--- src/rtl/shift_issue_stage.sv ---
// Two-stage valid/ready issue pipeline for RV32I SLL/SRL/SRA (register and immediate forms).
// S1 registers the decoded operands and S2 registers the selected barrel-shifter result.

module shifter_32_bit #(
  parameter int SHIFTER_MODE = 0  // 0 = logical left, 2 = logical right, 3 = arithmetic right
) (
  input  logic [31:0] data_in,
  input  logic [4:0]  shamt,
  output logic [31:0] data_out
);

  generate
    if (SHIFTER_MODE == 0) begin : g_sll
      assign data_out = data_in << shamt;
    end else if (SHIFTER_MODE == 2) begin : g_srl
      assign data_out = data_in >> shamt;
    end else begin : g_sra
      assign data_out = $unsigned($signed(data_in) >>> shamt);
    end
  endgenerate

endmodule

module shift_issue_stage #(
  parameter int CNT_W = 16
) (
  input  logic             clock,
  input  logic             reset_n,
  input  logic             flush,
  input  logic             in_valid,
  output logic             in_ready,
  input  logic [31:0]      rs1,
  input  logic [31:0]      rs2,
  input  logic [11:0]      imm,
  input  logic             use_imm,
  input  logic [2:0]       funct3,
  input  logic [6:0]       funct7,
  output logic             out_valid,
  input  logic             out_ready,
  output logic [31:0]      out_data,
  output logic             out_err,
  output logic [CNT_W-1:0] op_count
);

  // Encodings match the shifter instance modes so mode_q selects the result directly.
  typedef enum logic [1:0] {
    MODE_SLL = 2'd0,
    MODE_SRL = 2'd2,
    MODE_SRA = 2'd3
  } mode_e;

  logic [4:0]  shamt_in;
  logic [6:0]  f7_in;
  mode_e       mode_in;
  logic        err_in;
  logic        unused_rs2_hi;

  logic        v1_q, v1_d;
  logic [31:0] rs1_q, rs1_d;
  logic [4:0]  shamt_q, shamt_d;
  mode_e       mode_q, mode_d;
  logic        err1_q, err1_d;

  logic        v2_q, v2_d;
  logic [31:0] data_q, data_d;
  logic        err2_q, err2_d;

  logic [CNT_W-1:0] count_q, count_d;

  logic        adv1, adv2;
  logic [31:0] sll_res, srl_res, sra_res;
  logic [31:0] sel_res;

  assign unused_rs2_hi = ^rs2[31:5];

  always_comb begin
    // NOTE: every always_comb output gets a default first so no path can infer a latch.
    mode_in  = MODE_SLL;
    err_in   = 1'b1;
    shamt_in = use_imm ? imm[4:0]  : rs2[4:0];
    f7_in    = use_imm ? imm[11:5] : funct7;
    if (funct3 == 3'b001 && f7_in == 7'b0000000) begin
      mode_in = MODE_SLL;
      err_in  = 1'b0;
    end else if (funct3 == 3'b101 && f7_in == 7'b0000000) begin
      mode_in = MODE_SRL;
      err_in  = 1'b0;
    end else if (funct3 == 3'b101 && f7_in == 7'b0100000) begin
      mode_in = MODE_SRA;
      err_in  = 1'b0;
    end
  end

  // Ready ripples back combinationally; there is no skid buffer.
  assign adv2     = !v2_q || out_ready;
  assign adv1     = !v1_q || adv2;
  assign in_ready = adv1;

  shifter_32_bit #(.SHIFTER_MODE(0)) u_sll (.data_in(rs1_q), .shamt(shamt_q), .data_out(sll_res));
  shifter_32_bit #(.SHIFTER_MODE(2)) u_srl (.data_in(rs1_q), .shamt(shamt_q), .data_out(srl_res));
  shifter_32_bit #(.SHIFTER_MODE(3)) u_sra (.data_in(rs1_q), .shamt(shamt_q), .data_out(sra_res));

  always_comb begin
    sel_res = 32'h0;
    if (!err1_q) begin
      case (mode_q)
        MODE_SLL: sel_res = sll_res;
        MODE_SRL: sel_res = srl_res;
        MODE_SRA: sel_res = sra_res;
        default:  sel_res = 32'h0;
      endcase
    end
  end

  always_comb begin
    v1_d    = v1_q;
    rs1_d   = rs1_q;
    shamt_d = shamt_q;
    mode_d  = mode_q;
    err1_d  = err1_q;
    v2_d    = v2_q;
    data_d  = data_q;
    err2_d  = err2_q;
    count_d = count_q;

    // Flush kills both valids and blocks every data load; the last result stays visible.
    if (flush) begin
      v1_d = 1'b0;
      v2_d = 1'b0;
    end else begin
      if (adv1) v1_d = in_valid;
      if (in_valid && adv1) begin
        rs1_d   = rs1;
        shamt_d = shamt_in;
        mode_d  = mode_in;
        err1_d  = err_in;
      end
      if (adv2) v2_d = v1_q;
      if (v1_q && adv2) begin
        data_d = sel_res;
        err2_d = err1_q;
      end
    end

    if (v2_q && out_ready) count_d = count_q + 1'b1;
  end

  always_ff @(posedge clock or negedge reset_n) begin
    if (!reset_n) begin
      v1_q    <= 1'b0;
      rs1_q   <= 32'h0;
      shamt_q <= 5'd0;
      mode_q  <= MODE_SLL;
      err1_q  <= 1'b0;
      v2_q    <= 1'b0;
      data_q  <= 32'h0;
      err2_q  <= 1'b0;
      count_q <= '0;
    end else begin
      // NOTE: state registers use non-blocking assignments so every flop samples pre-edge values.
      v1_q    <= v1_d;
      rs1_q   <= rs1_d;
      shamt_q <= shamt_d;
      mode_q  <= mode_d;
      err1_q  <= err1_d;
      v2_q    <= v2_d;
      data_q  <= data_d;
      err2_q  <= err2_d;
      count_q <= count_d;
    end
  end

  assign out_valid = v2_q;
  assign out_data  = data_q;
  assign out_err   = err2_q;
  assign op_count  = count_q;

endmodule

--- config.mk ---
export PLATFORM = sky130hd
export DESIGN_NAME = shift_issue_stage
export DESIGN_NICKNAME = d
export VERILOG_FILES = /design/src/rtl/shift_issue_stage.sv
export SDC_FILE = /design/constraint.sdc
export NUM_CORES = 1
export LEC_CHECK = 0
export CAP_MARGIN = 20
export CELL_PAD_IN_SITES_DETAIL_PLACEMENT = 2
export CELL_PAD_IN_SITES_GLOBAL_PLACEMENT = 2
export CORE_MARGIN = 3
export CORE_UTILIZATION = 37
export CTS_CLUSTER_SIZE = 24
export DETAILED_ROUTE_END_ITERATION = 8
export PLACE_DENSITY = 0.91
export SLEW_MARGIN = 25
export SYNTH_ARGS = -nofsm -noshare
export SYNTH_HDL_FRONTEND = slang
export SYNTH_SLANG_ARGS = --single-unit
--- constraint.sdc ---
create_clock -name clock -period 4.95 [get_ports clock]
set_clock_uncertainty 0.15 [all_clocks]
set_input_delay 0.99 -clock clock [delete_from_list [all_inputs] [get_ports clock]]
set_output_delay 0.99 -clock clock [all_outputs]
set_load 0.005 [all_outputs]
==> results by group <==
Synthesis
  – Yosys warning total: 0
  – Number of different library cells in the post-synthesis netlist: 80
  – Number of register bits inferred by synthesis: 91
  – Mean Syn Cell Area: between 10 and 15 µm²
  – Syn nets: 923
  – Synthesized area: 0.00831 mm²
  – Most used flip-flop cell after synthesis: sky130_fd_sc_hd__dfrtp_1
  – Cell count after synthesis: 830
  – Share of the yosys chip area belonging to registers: 27.4%
  – Async set-reset flop share out of synthesis: 100%
  – Number of flops mapped to enable cells by yosys: 0

STA
  – Setup repair after global routing missed its margin: no
  – Slew at the pin closest to its max-slew limit: 1.04 ns
  – Number of max-slew violations in the final report: 0
  – Minimum period implied by the final worst setup slack: approximately 3.7 ns
  – Fmax achieved: 269 MHz
  – Tightest hold margin: roughly 0.34 ns
  – Final setup violation count: 0
  – Slew Limit Headroom: 30.3%
  – Setup slack after layout: 1.24 ns
  – Sum of negative setup slack: 0 ns
  – Final worst-path cycle share: 75.0%
  – Endpoints failing hold: 0

Floorplanning
  – Number of placed I/O pins: 143
  – Die area: 0.0243 mm²
  – Effective utilization at floorplan: 37.9%
  – Total core area: 0.0220 mm²
  – Num rows: 54
  – Die outline height: 156 µm
  – Chip Width: around 160 µm

Clock tree
  – Clock Pin Slew Worst Setup and Hold Paths: ~0.07 ns
  – CTS tree: built
  – Number of buffers inserted for hold repair after clock tree synthesis: 0
  – Skew-Pair Late Insertion Delay: 0.37 ns
  – Clk sinks: 91
  – CTS H-tree depth: 3
  – Post-CTS Setup Inserts: 0
  – Clock buffers created by TritonCTS: 9
  – Library cell used as clock root buffer: sky130_fd_sc_hd__clkbuf_16
  – Longest Clk Path Bufs: 2
  – PostCTS Resize Cnt: 0

Detailed routing
  – Via total after detailed routing: 7834
  – Average wire per standard cell: ~29 µm
  – DRT Pass-1 Iters: 5
  – # DRC: 0
  – Number of DRC violations after detailed-routing iteration 0: approximately 820
  – Routed vias/inst: 6.73
  – Number of nets still failing antenna checks after routing: 0
  – Routed wire length: between 30000 and 40000 µm

Cells and area
  – Antenna cells: 0
  – Leading cell type in the layout, fill and taps excluded: sky130_fd_sc_hd__clkdlybuf4s50_1
  – Commonest non-fill, non-tap cells in the layout: sky130_fd_sc_hd__clkdlybuf4s50_1, sky130_fd_sc_hd__dfrtp_1, sky130_fd_sc_hd__nand2_1
  – Synth-to-layout area growth: 17.3%
  – Fraction of layout instances using a drive strength above 1: 19.6%
  – Post-Route Utilization: 44.4%
  – Post-Layout Cell Count: 1164
  – Design area: 0.00975 mm²
  – Post-layout nets: 972

Global route
  – Pin count of the biggest net entering global routing: 74
  – Via count of the first global-routing pass: approximately 8100
  – Initial antenna violation count: 0
  – First-pass GRT wire length: 50700 µm
  – GRT Residual Overflow: 0
  – Met2 GRT Util: 43.1%
  – Most Crowded Layer GR: met2
  – Routing usage on met1: 36.2%
  – Grt met3 use: 5.10%
  – Total track usage: a little over a quarter

Setup path
  – Kind of end point of the critical path: flop
  – Kind of start point of the critical path: flop
  – Required @ worst endpoint: between 4 and 5 ns
  – Start-to-end type of the worst setup path: reg2reg
  – Arrival time at the worst endpoint: roughly 3.8 ns
  – Largest fanout of any net on the critical path: 21

Place
  – IO buf count: 115
  – Number of placed cells counting well taps: 1148
  – Total placed instance area: around 0.0094 mm²
  – Detailed Place HPWL: around 24000 µm
  – Dpl ws: 1.27 ns
  – Routability Congestion: 0.990

Power and ir drop
  – Power density over cell area: 334 mW/mm²
  – Worst ir drop on vdd: 0.000163 V
  – Leakage power: 3.67 nW
  – Power Total: around 3.3 mW

Outcome
  – Outcome: complete, no violations

Min path
  – Hold/Removal Path Class: reg2reg

Flow run
  – Number of maximum-capacitance constraint violations: 0
==> critical path: stages (launching register included) <==
cell and delay, ns:
sky130_fd_sc_hd__dfrtp_1 0.93, sky130_fd_sc_hd__clkinv_1 0.98, sky130_fd_sc_hd__nand2_1 0.70, sky130_fd_sc_hd__nor3_1 0.21, sky130_fd_sc_hd__a2111oi_1 0.43, sky130_fd_sc_hd__a22oi_1 0.12
==> kinds of logic (layout without fill, tap and decap cells) <==
| logic type | after synthesis | after routing | synth area share, % |
|---|---|---|---|
| XOR/XNOR | 15 | 15 | 1.58 |
| buffers and inverters | 101 | 155 | 6.52 |
| AND/OR/NAND/NOR | 242 | 242 | 14.2 |
| flip-flops | 91 | 91 | 27.4 |
| multiplexers | 185 | 185 | 33.4 |
| AO/OA/AOI/OAI | 195 | 195 | 16.7 |
| adder cells (fa/ha/maj) | 1 | 1 | 0.151 |
==> synth_stat cells, types with 8 or more instances <==
library cell	instances	area, µm²
sky130_fd_sc_hd__nand4_1	9	56.3
sky130_fd_sc_hd__a211oi_1	9	67.6
sky130_fd_sc_hd__a31oi_1	8	50.1
sky130_fd_sc_hd__o221ai_1	9	78.8
sky130_fd_sc_hd__nand2b_1	12	75.1
sky130_fd_sc_hd__mux2i_1	64	641
sky130_fd_sc_hd__clkbuf_1	45	169
sky130_fd_sc_hd__nor2_1	54	203
sky130_fd_sc_hd__a21oi_1	26	130
sky130_fd_sc_hd__mux4_2	66	1490
sky130_fd_sc_hd__xnor2_1	10	87.6
sky130_fd_sc_hd__buf_4	11	82.6
sky130_fd_sc_hd__a22oi_1	16	120
sky130_fd_sc_hd__o22ai_1	13	81.3
sky130_fd_sc_hd__o21ai_0	28	140
sky130_fd_sc_hd__mux2_2	53	597
sky130_fd_sc_hd__o21ai_1	10	50.1
sky130_fd_sc_hd__nand2_1	82	308
sky130_fd_sc_hd__nand3_1	20	100
sky130_fd_sc_hd__dfrtp_1	91	2280
sky130_fd_sc_hd__nor3_1	12	60.1
sky130_fd_sc_hd__buf_2	24	120
==> metal layers <==
layer	part of all wire, %	up-vias
li1	-	3323
met1	41	4024
met2	47	403
met3	8.2	84
met4	4.3	0
met5	0	-
==> path summary, 6_finish.rpt <==
check                                              start                       end  slack, ns  cells after the start
worst max-delay path              shamt_q[3]$_DFFE_PN0P_  out_data[21]$_DFFE_PN0P_       1.24                      5
worst min-delay path            out_data[11]$_DFFE_PN0P_  out_data[11]$_DFFE_PN0P_       0.34                      2
worst max register to register    shamt_q[3]$_DFFE_PN0P_  out_data[21]$_DFFE_PN0P_       1.24                      5
worst min register to register  out_data[11]$_DFFE_PN0P_  out_data[11]$_DFFE_PN0P_       0.34                      2
min in group asynchronous                        reset_n  out_data[22]$_DFFE_PN0P_       0.53                      1
max in group asynchronous                        reset_n     rs1_q[26]$_DFFE_PN0P_       3.09                      2
==> report_power, final <==
group          total, mW  leakage (nW)  switching (mW)  internal (mW)
Clock              0.726         0.150           0.364          0.361
Sequential          1.07          1.17           0.270          0.804
Combinational       1.46          2.35           0.793          0.668
==> cell type report <==
class | count | area, µm²
clock buffers | 9 | 225
clock inverters | 7 | 78.8
inverters | 7 | 26.3
fillers | 2271 | 12200
well taps | 280 | 350
flip-flops and latches | 91 | 2290
repair buffers | 132 | 1280
multi-input cells | 638 | 5510
==> sequential cells by signal, summed over array words and instances, names as in the netlist <==
name	count
err1_q	1
mode_q	2
op_count	16
out_data	32
out_err	1
out_valid	1
rs1_q	32
shamt_q	5
v1_q	1
(Power assumes the default switching activity.)
